$ cat src/rtl/reset_out_sequencer.sv
// Outbound active-low board reset generator: holds the pin low for a fixed
// width, waits a recovery interval, then reports ready for the next request.
module reset_out_sequencer #(
   parameter int ASSERT_CYCLES   = 400,
   parameter int RECOVERY_CYCLES = 4000,
   parameter int CNT_W           = 12
) (
   input  logic       clock,
   input  logic       reset,
   input  logic       reset_request,
   output logic       pin_reset_out_n,
   output logic       ready,
   output logic       busy,
   output logic [7:0] event_count
);

   generate
      if (ASSERT_CYCLES < 1 || RECOVERY_CYCLES < 1) begin : g_bad_cycles
         $error("reset_out_sequencer: ASSERT_CYCLES and RECOVERY_CYCLES must be >= 1");
      end
      if ((ASSERT_CYCLES - 1) >= (1 << CNT_W) || (RECOVERY_CYCLES - 1) >= (1 << CNT_W)) begin : g_bad_cnt_w
         $error("reset_out_sequencer: CNT_W too narrow for the configured cycle counts");
      end
   endgenerate

   typedef enum logic [1:0] {
      ST_ASSERT  = 2'd0,
      ST_RECOVER = 2'd1,
      ST_READY   = 2'd2
   } state_t;

   localparam logic [CNT_W-1:0] ASSERT_LAST   = CNT_W'(ASSERT_CYCLES - 1);
   localparam logic [CNT_W-1:0] RECOVERY_LAST = CNT_W'(RECOVERY_CYCLES - 1);

   state_t           state;
   logic [CNT_W-1:0] cnt;

   function automatic logic [7:0] sat_inc(input logic [7:0] v);
      return (v == 8'hFF) ? v : v + 8'd1;
   endfunction

   always_ff @(posedge clock or posedge reset) begin
      if (reset) begin
         state           <= ST_ASSERT;
         cnt             <= '0;
         pin_reset_out_n <= 1'b0;
         ready           <= 1'b0;
         busy            <= 1'b1;
         event_count     <= 8'd0;
      end else begin
         case (state)
            ST_ASSERT: begin
               if (cnt == ASSERT_LAST) begin
                  state           <= ST_RECOVER;
                  cnt             <= '0;
                  pin_reset_out_n <= 1'b1;
               end else begin
                  cnt <= cnt + CNT_W'(1);
               end
            end
            // A request on the terminal-count edge takes priority over going ready.
            ST_RECOVER: begin
               if (reset_request) begin
                  state           <= ST_ASSERT;
                  cnt             <= '0;
                  pin_reset_out_n <= 1'b0;
                  event_count     <= sat_inc(event_count);
               end else if (cnt == RECOVERY_LAST) begin
                  state <= ST_READY;
                  cnt   <= '0;
                  ready <= 1'b1;
                  busy  <= 1'b0;
               end else begin
                  cnt <= cnt + CNT_W'(1);
               end
            end
            ST_READY: begin
               if (reset_request) begin
                  state           <= ST_ASSERT;
                  cnt             <= '0;
                  pin_reset_out_n <= 1'b0;
                  ready           <= 1'b0;
                  busy            <= 1'b1;
                  event_count     <= sat_inc(event_count);
               end
            end
            default: begin
               state           <= ST_ASSERT;
               cnt             <= '0;
               pin_reset_out_n <= 1'b0;
               ready           <= 1'b0;
               busy            <= 1'b1;
            end
         endcase
      end
   end

endmodule
$ cat config.mk
export PLATFORM = sky130hd
export DESIGN_NAME = reset_out_sequencer
export DESIGN_NICKNAME = d
export VERILOG_FILES = /design/src/rtl/reset_out_sequencer.sv
export SDC_FILE = /design/constraint.sdc
export NUM_CORES = 1
export LEC_CHECK = 0
export CORE_MARGIN = 5
export CORE_UTILIZATION = 40
export DETAILED_ROUTE_END_ITERATION = 12
export HOLD_SLACK_MARGIN = 0.05
export PLACE_DENSITY = 0.63
export REMOVE_ABC_BUFFERS = 1
export SYNTH_ARGS = -nofsm -noshare
export SYNTH_HDL_FRONTEND = slang
export SYNTH_SLANG_ARGS = --single-unit
$ cat constraint.sdc
create_clock -name clock -period 4.3 [get_ports clock]
set_clock_uncertainty 0.1 [all_clocks]
set_input_delay 0.43 -clock clock [delete_from_list [all_inputs] [get_ports clock]]
set_output_delay 0.43 -clock clock [all_outputs]
set_load 0.02 [all_outputs]
==> impl_results.md, run 1 <==
* Port buffer count at 13
* Number of synthesized register bits at 25
* Post-Route WL at 2520 um
* Die height at 67.88 um
* Crit path DAT at 2370 ps
* Mapped cell area at 1340 um2
* Starting Density at 0.4080
* Hold path depth at 2
* Worst-Skew Late Latency at 330 ps
* Post-synth EDFFs at 0
* Worst-margin pin slew at 946.9 ps
* Fin util at 0.4682
* Clock Pin Slew Worst Setup and Hold Paths at 150 ps
* Total iterations of the first detailed-routing run at 4
* Reg2Reg Setup Slack at 2050 ps
* Resize count post-CTS at 0
* Max incr delay on CP at 570 ps
* Pre-CTS setup slack at 1906 ps
* H-tree depth at 1
* Design area at 1538 um2
* Wire per inst at 12.99 um
* Sequential share of the synthesized area at 0.4678
* Lkg Pwr at 0.6458 nW
* GPL Wtd Cong at 0.8101
* Fill count at 299
* Post-route DRC at 0
* Status: completed
* CP max-delay cell: or4_1
* Placed cell area at 1508 um2
* Largest net degree at the start of global routing at 26
* Vias in the first global route at 1042
* First-pass GRT wire length at 4491 um
* Max-slew headroom at 0.3680
* Critical Path RT at 4420 ps
* Post-CTS Repair Setup Buffers at 0
* Commonest non-fill, non-tap cell in the layout: dfrtp_1
* CP Launch Point: cnt[9]
* Final setup TNS at 0 ps
* Overflow after GRT at 0
* Die area at 4608 um2
* Initial drt markers at 48
* Warnings, synthesis at 0
* Min-Delay Path Class: reg -> reg
* Commonest non-fill, non-tap cells in the layout: dfrtp_1, nand2_1, clkdlybuf4s50_1
* Row count at 21
* CTS root buf: clkbuf_4
* Setup WS post-layout at 2051 ps
* Clock Tree Buf Depth at 2
* VDD IR max at 0.1186 mV
* Hold Buf Count CTS at 0
* Max Freq at 444.7 MHz
* Max-cap viol count at 0
* Ant. Diodes at 0
* Final min period at 2249 ps
* Most used DFF post-synth: dfrtp_1
* Mapped Cells at 136
* # IOs at 14
* GRT Util Overall at 0.1254
* FF-to-FF path depth at 4
* Total power density per cell area at 232.8 nW/um2
* DRT antenna net count at 0
* CP Max Fanout at 9
* # setup viols final at 0
* Fin. Hold Viols at 0
* RSZ-0062 raised after global routing: no
* Layout area overhead at 14.75%
* Initial antenna violation count at 0
* Post-DP HPWL at 1860 um
* Crit path capture type: flip-flop
* Syn_area_per_cell at 9.853 um2
* Synth cell types at 35
* Critical path type: reg -> reg
* Routed vias/inst at 5.397
* Layout Cells excl Fill at 194
* CP Cell Sequence: or4_1, or3_1, a221oi_4, nor2_1
* CP Launch Type: flip-flop
* Synth async-reset ratio at 1.000
* DIE WIDTH at 67.88 um
* Core area at 3284 um2
* TritonCTS Sinks at 25
* Final Cycle Share at 0.5230
* TritonCTS clock tree: built
* DR vias at 1047
* Min-delay src: busy
* Placed cell count at 190
* Share of layout cells above drive strength 1 at 0.04730
* Slew Viols, Final at 0
* Final Net Count at 157
* Cts bufs inserted at 3
* Reg-to-reg startpoint: cnt[9]
final timing paths:
path,endpoint
setup / recovery,cnt[3]
hold / removal,busy
setup reg to reg,cnt[3]
hold reg to reg,busy
max in group asynchronous,cnt[0]
min in group asynchronous,event_count[4]
logic make-up after synthesis:
group	share of synthesized area
buffers and inverters	0.02895
adder cells (fa/ha/maj)	0.04669
multiplexers	0.008403
AND/OR/NAND/NOR	0.2353
AO/OA/AOI/OAI	0.1214
flip-flops	0.4678
XOR/XNOR	0.09151
metal layers:
metal | routed length [um] | vias up | part of all wire | global-route usage
met5 | 0 | - | 0 | 0
met4 | 32 | 0 | 0.013 | 0.04218
met3 | 119 | 4 | 0.047 | 0.03612
met2 | 1195 | 23 | 0.47 | 0.2053
met1 | 1172 | 510 | 0.47 | 0.1584
li1 | - | 510 | - | -
area by class of cell:
cell class              instances  area (um2)  area share
clock buffers                   3       22.52     0.01465
clock inverters                 1       7.507    0.004882
inverters                       5       18.77     0.01221
multi-input cells             101       674.4      0.4386
flip-flops and latches         25       626.9      0.4076
well taps                      46       57.56     0.03743
repair buffers                 13       130.1     0.08462
through the flow:
step | power (W) | hold slack [ps]
floorplan | 0.0002450 | 356.6
global placement | 0.0002498 | 371.9
global route | 0.0003663 | 436.6
CTS | 0.0003604 | 408.8
detailed placement | 0.0002502 | 388.7
finish | 0.0003580 | 406.9
flip-flops by register name, summed over array words and instances, names as in the netlist:
signal / cells
busy: 1
cnt: 12
event_count: 8
pin_reset_out_n: 1
ready: 1
state: 2
Yosys cell counts, types with 3 or more instances:
| cell | number | area share |
|---|---|---|
| nor2b_1 | 3 | 0.014 |
| nand2_1 | 13 | 0.036 |
| o21ai_0 | 5 | 0.019 |
| nand4_1 | 7 | 0.033 |
| o31ai_1 | 3 | 0.017 |
| nand3_1 | 4 | 0.015 |
| ha_1 | 5 | 0.047 |
| a21oi_1 | 5 | 0.019 |
| xor2_1 | 7 | 0.046 |
| or3_1 | 4 | 0.019 |
| dfrtp_1 | 24 | 0.45 |
| nor2_1 | 12 | 0.034 |
| xnor2_1 | 7 | 0.046 |
| inv_1 | 5 | 0.014 |
critical path: cells and delay by family, from the launching register on:
kind / cells / cell delay [ps]
AND/OR/NAND/NOR: 3 / 1120
AO/OA/AOI/OAI: 1 / 450
flip-flops: 1 / 460
where the power goes:
group          switching (W)  internal [W]
logic             0.00000629    0.00000288
registers        0.000000272      0.000236
clock network      0.0000772     0.0000356
total              0.0000837      0.000274
No activity file was read; power rests on OpenSTA's default activity.
==> inputs of run 2 (changes only) <==
==> constraint.sdc (replaced) <==
create_clock -name clock -period 2.07 [get_ports clock]
set_clock_uncertainty 0.1 [all_clocks]
set_input_delay 0.207 -clock clock [delete_from_list [all_inputs] [get_ports clock]]
set_output_delay 0.207 -clock clock [all_outputs]
set_load 0.02 [all_outputs]
==> run 2 against run 1 <==
Non-clock buffer count up 14. Total power up 100%. Global-route usage up 0.99 points. Critical endpoint is now cnt[9]. Largest cell class unchanged. Highest routed layer unchanged.
==> impl_results.md, run 2 (synthesized netlist as in run 1, its figures left out) <==
* Capturing point of the worst reg2reg path: cnt[9]
* H-tree depth at 1 (unchanged)
* Status: completed
* Wire per inst at 12.82 um (-1.3%)
* Clock Tree Buf Depth at 2 (unchanged)
* Post-Route WL at 2666 um (+5.8%)
* Final Cycle Share at 0.9645 (+0.4416)
* FF-to-FF path depth at 5 (+1)
* Delay-heaviest family, CP: simple AND/OR/NAND/NOR gates
* Largest Register: cnt
* DR vias at 1077 (+2.9%)
* Fin. Hold Viols at 0 (unchanged)
* CP Cell Sequence: or4_1, or3_4, a221oi_4, buf_4, a21oi_1
* CP max-delay cell: or4_1
* DIE WIDTH at 67.88 um (unchanged)
* Max-cap viol count at 0 (unchanged)
* Worst-margin pin slew at 488.4 ps (-458.5 ps)
* Min-Delay Path Class: in -> async
* First-pass GRT wire length at 4643 um (+3.4%)
* Total power density per cell area at 442.2 nW/um2 (+90%)
* Max incr delay on CP at 540 ps (-30 ps)
* RSZ-0062 raised after global routing: yes
* CTS root buf: clkbuf_4
* DRT antenna net count at 0 (unchanged)
* Final Net Count at 171 (+8.9%)
* TritonCTS Sinks at 25 (unchanged)
* Total iterations of the first detailed-routing run at 4 (unchanged)
* Core area at 3284 um2 (unchanged)
* Row count at 21 (unchanged)
* Commonest non-fill, non-tap cell in the layout: dfrtp_1
* Ant. Diodes at 0 (unchanged)
* Cts bufs inserted at 3 (unchanged)
* Largest regs: cnt: 12 flops, event_count: 8 flops, state: 2 flops
* Reg-to-reg startpoint: cnt[9]
* Port buffer count at 13 (unchanged)
* Placed cell area at 1613 um2 (+7.0%)
* Overflow after GRT at 0 (unchanged)
* Slew Viols, Final at 0 (unchanged)
* Post-DP HPWL at 2057 um (+11%)
* Max reg flops at 12 (unchanged)
* Crit path capture type: flip-flop
* Clock Pin Slew Worst Setup and Hold Paths at 140 ps (about the same)
* Commonest non-fill, non-tap cells in the layout: dfrtp_1, buf_4, nand2_1, clkdlybuf4s50_1, nor2_1
* Critical path type: reg -> reg
* Setup WS post-layout at 73.39 ps (-1978 ps)
* Post-route DRC at 0 (unchanged)
* Max Freq at 500.8 MHz (+13%)
* Pre-CTS setup slack at 79.21 ps (-1827 ps)
* Final min period at 1997 ps (-252.1 ps)
* Reg2Reg Setup Slack at 70 ps (-1980 ps)
* Lkg Pwr at 0.7165 nW (+11%)
* Share of layout cells above drive strength 1 at 0.1296 (+0.08233)
* Worst-Skew Late Latency at 310 ps (-20 ps)
* Routed vias/inst at 5.178 (-4.1%)
* TritonCTS clock tree: built
* Max-slew headroom at 0.6737 (+0.3057)
* Critical Path RT at 2180 ps (-2240 ps)
* CP Launch Type: flip-flop
* Post-CTS Repair Setup Buffers at 0 (unchanged)
* Die area at 4608 um2 (unchanged)
* Crit path DAT at 2100 ps (-270 ps)
* Fill count at 311 (+4.0%)
* Vias in the first global route at 1084 (+4.0%)
* Design area at 1644 um2 (+6.9%)
* Die height at 67.88 um (unchanged)
* Initial drt markers at 43 (-10%)
* Total Power at 0.0007270 W (+100%)
* Worst Path Buf+Inv at 1 (+1)
* Layout area overhead at 22.69%
* Final setup TNS at 0 ps (unchanged)
* CP Max Fanout at 5 (-4)
* Largest net degree at the start of global routing at 26 (unchanged)
* Initial antenna violation count at 0 (unchanged)
* # setup viols final at 0 (unchanged)
* Starting Density at 0.4080 (unchanged)
* # IOs at 14 (unchanged)
* VDD IR max at 0.3145 mV (+170%)
* GPL Wtd Cong at 0.7853 (-3.1%)
* GRT Util Overall at 0.1353 (+0.009886)
-- run 2: cell types whose count changed in the layout (fill, tap and decap cells not counted), sizes merged --
cell,delta
clkbuf,+1
clkinvlp,-1
buf,+14
-- run 2: routing by layer --
metal  GRT usage  vias to the layer above  routed length (um)
met5           0                        -                   0
met4     0.06700                        0                  38
met3     0.04105                        4                 110
met2      0.2321                       17                1329
met1      0.1519                      522                1188
li1            -                      534                   -
-- run 2: through the flow --
stage | hold slack, ps | utilization | instances
2_1_floorplan | 133.6 | - | 131
3_3_place_gp | 376.9 | 0.4910 | 204
3_5_place_dp | 381.2 | 0.4910 | 204
4_1_cts | 125.4 | 0.4990 | 208
5_1_grt | 138.7 | 0.5006 | 208
6_report | 114.9 | 0.5006 | 208
-- run 2: cell type report --
type	count	area, um2	area share
Tap cell	46	57.56	0.03501
Inverter	5	18.77	0.01142
Timing Repair Buffer	27	235.2	0.1431
Sequential cell	25	626.9	0.3813
Clock buffer	4	26.28	0.01598
Multi-Input combinational cell	101	679.4	0.4132
-- run 2: worst register-to-register path: cells and delay by family (launching register included) --
family | cells | cell delay (ps)
AND/OR/NAND/NOR | 2 | 910
flip-flops | 1 | 400
AO/OA/AOI/OAI | 2 | 300
buffers and inverters | 1 | 190
-- run 2: power by group --
| part | internal [W] | switching (W) | total, W | leakage, nW |
|---|---|---|---|---|
| combinational | 0.00000727 | 0.0000134 | 0.0000206 | 0.373 |
| clock | 0.0000752 | 0.000141 | 0.000216 | 0.0150 |
| sequential | 0.000489 | 0.000000511 | 0.000490 | 0.329 |
-- run 2: how the worst max path moves through the flow --
stage,from,end,depth (start not counted)
floorplan,cnt[9],cnt[10],4
global placement,cnt[9],cnt[11],5
detailed placement,cnt[9],cnt[11],5
CTS,cnt[9],cnt[9],5
global route,cnt[9],cnt[11],5
finish,cnt[9],cnt[9],5
-- run 2: what timing repair did --
action,CTS,global route
hold buffers,0,0
endpoints found under the setup margin,0,9
hold endpoints to repair,0,0
resized for setup,0,1
==> inputs of run 3 (changes only) <==
--- a/config.mk
+++ b/config.mk
@@ -7,10 +7,12 @@
 export LEC_CHECK = 0
 export CORE_MARGIN = 5
 export CORE_UTILIZATION = 40
+export CTS_CLUSTER_SIZE = 25
 export DETAILED_ROUTE_END_ITERATION = 12
 export HOLD_SLACK_MARGIN = 0.05
 export PLACE_DENSITY = 0.63
 export REMOVE_ABC_BUFFERS = 1
+export SLEW_MARGIN = 10
 export SYNTH_ARGS = -nofsm -noshare
 export SYNTH_HDL_FRONTEND = slang
 export SYNTH_SLANG_ARGS = --single-unit
==> results of run 3 <==
Same layout as run 2: the final DEF is identical, and so are final timing and power.
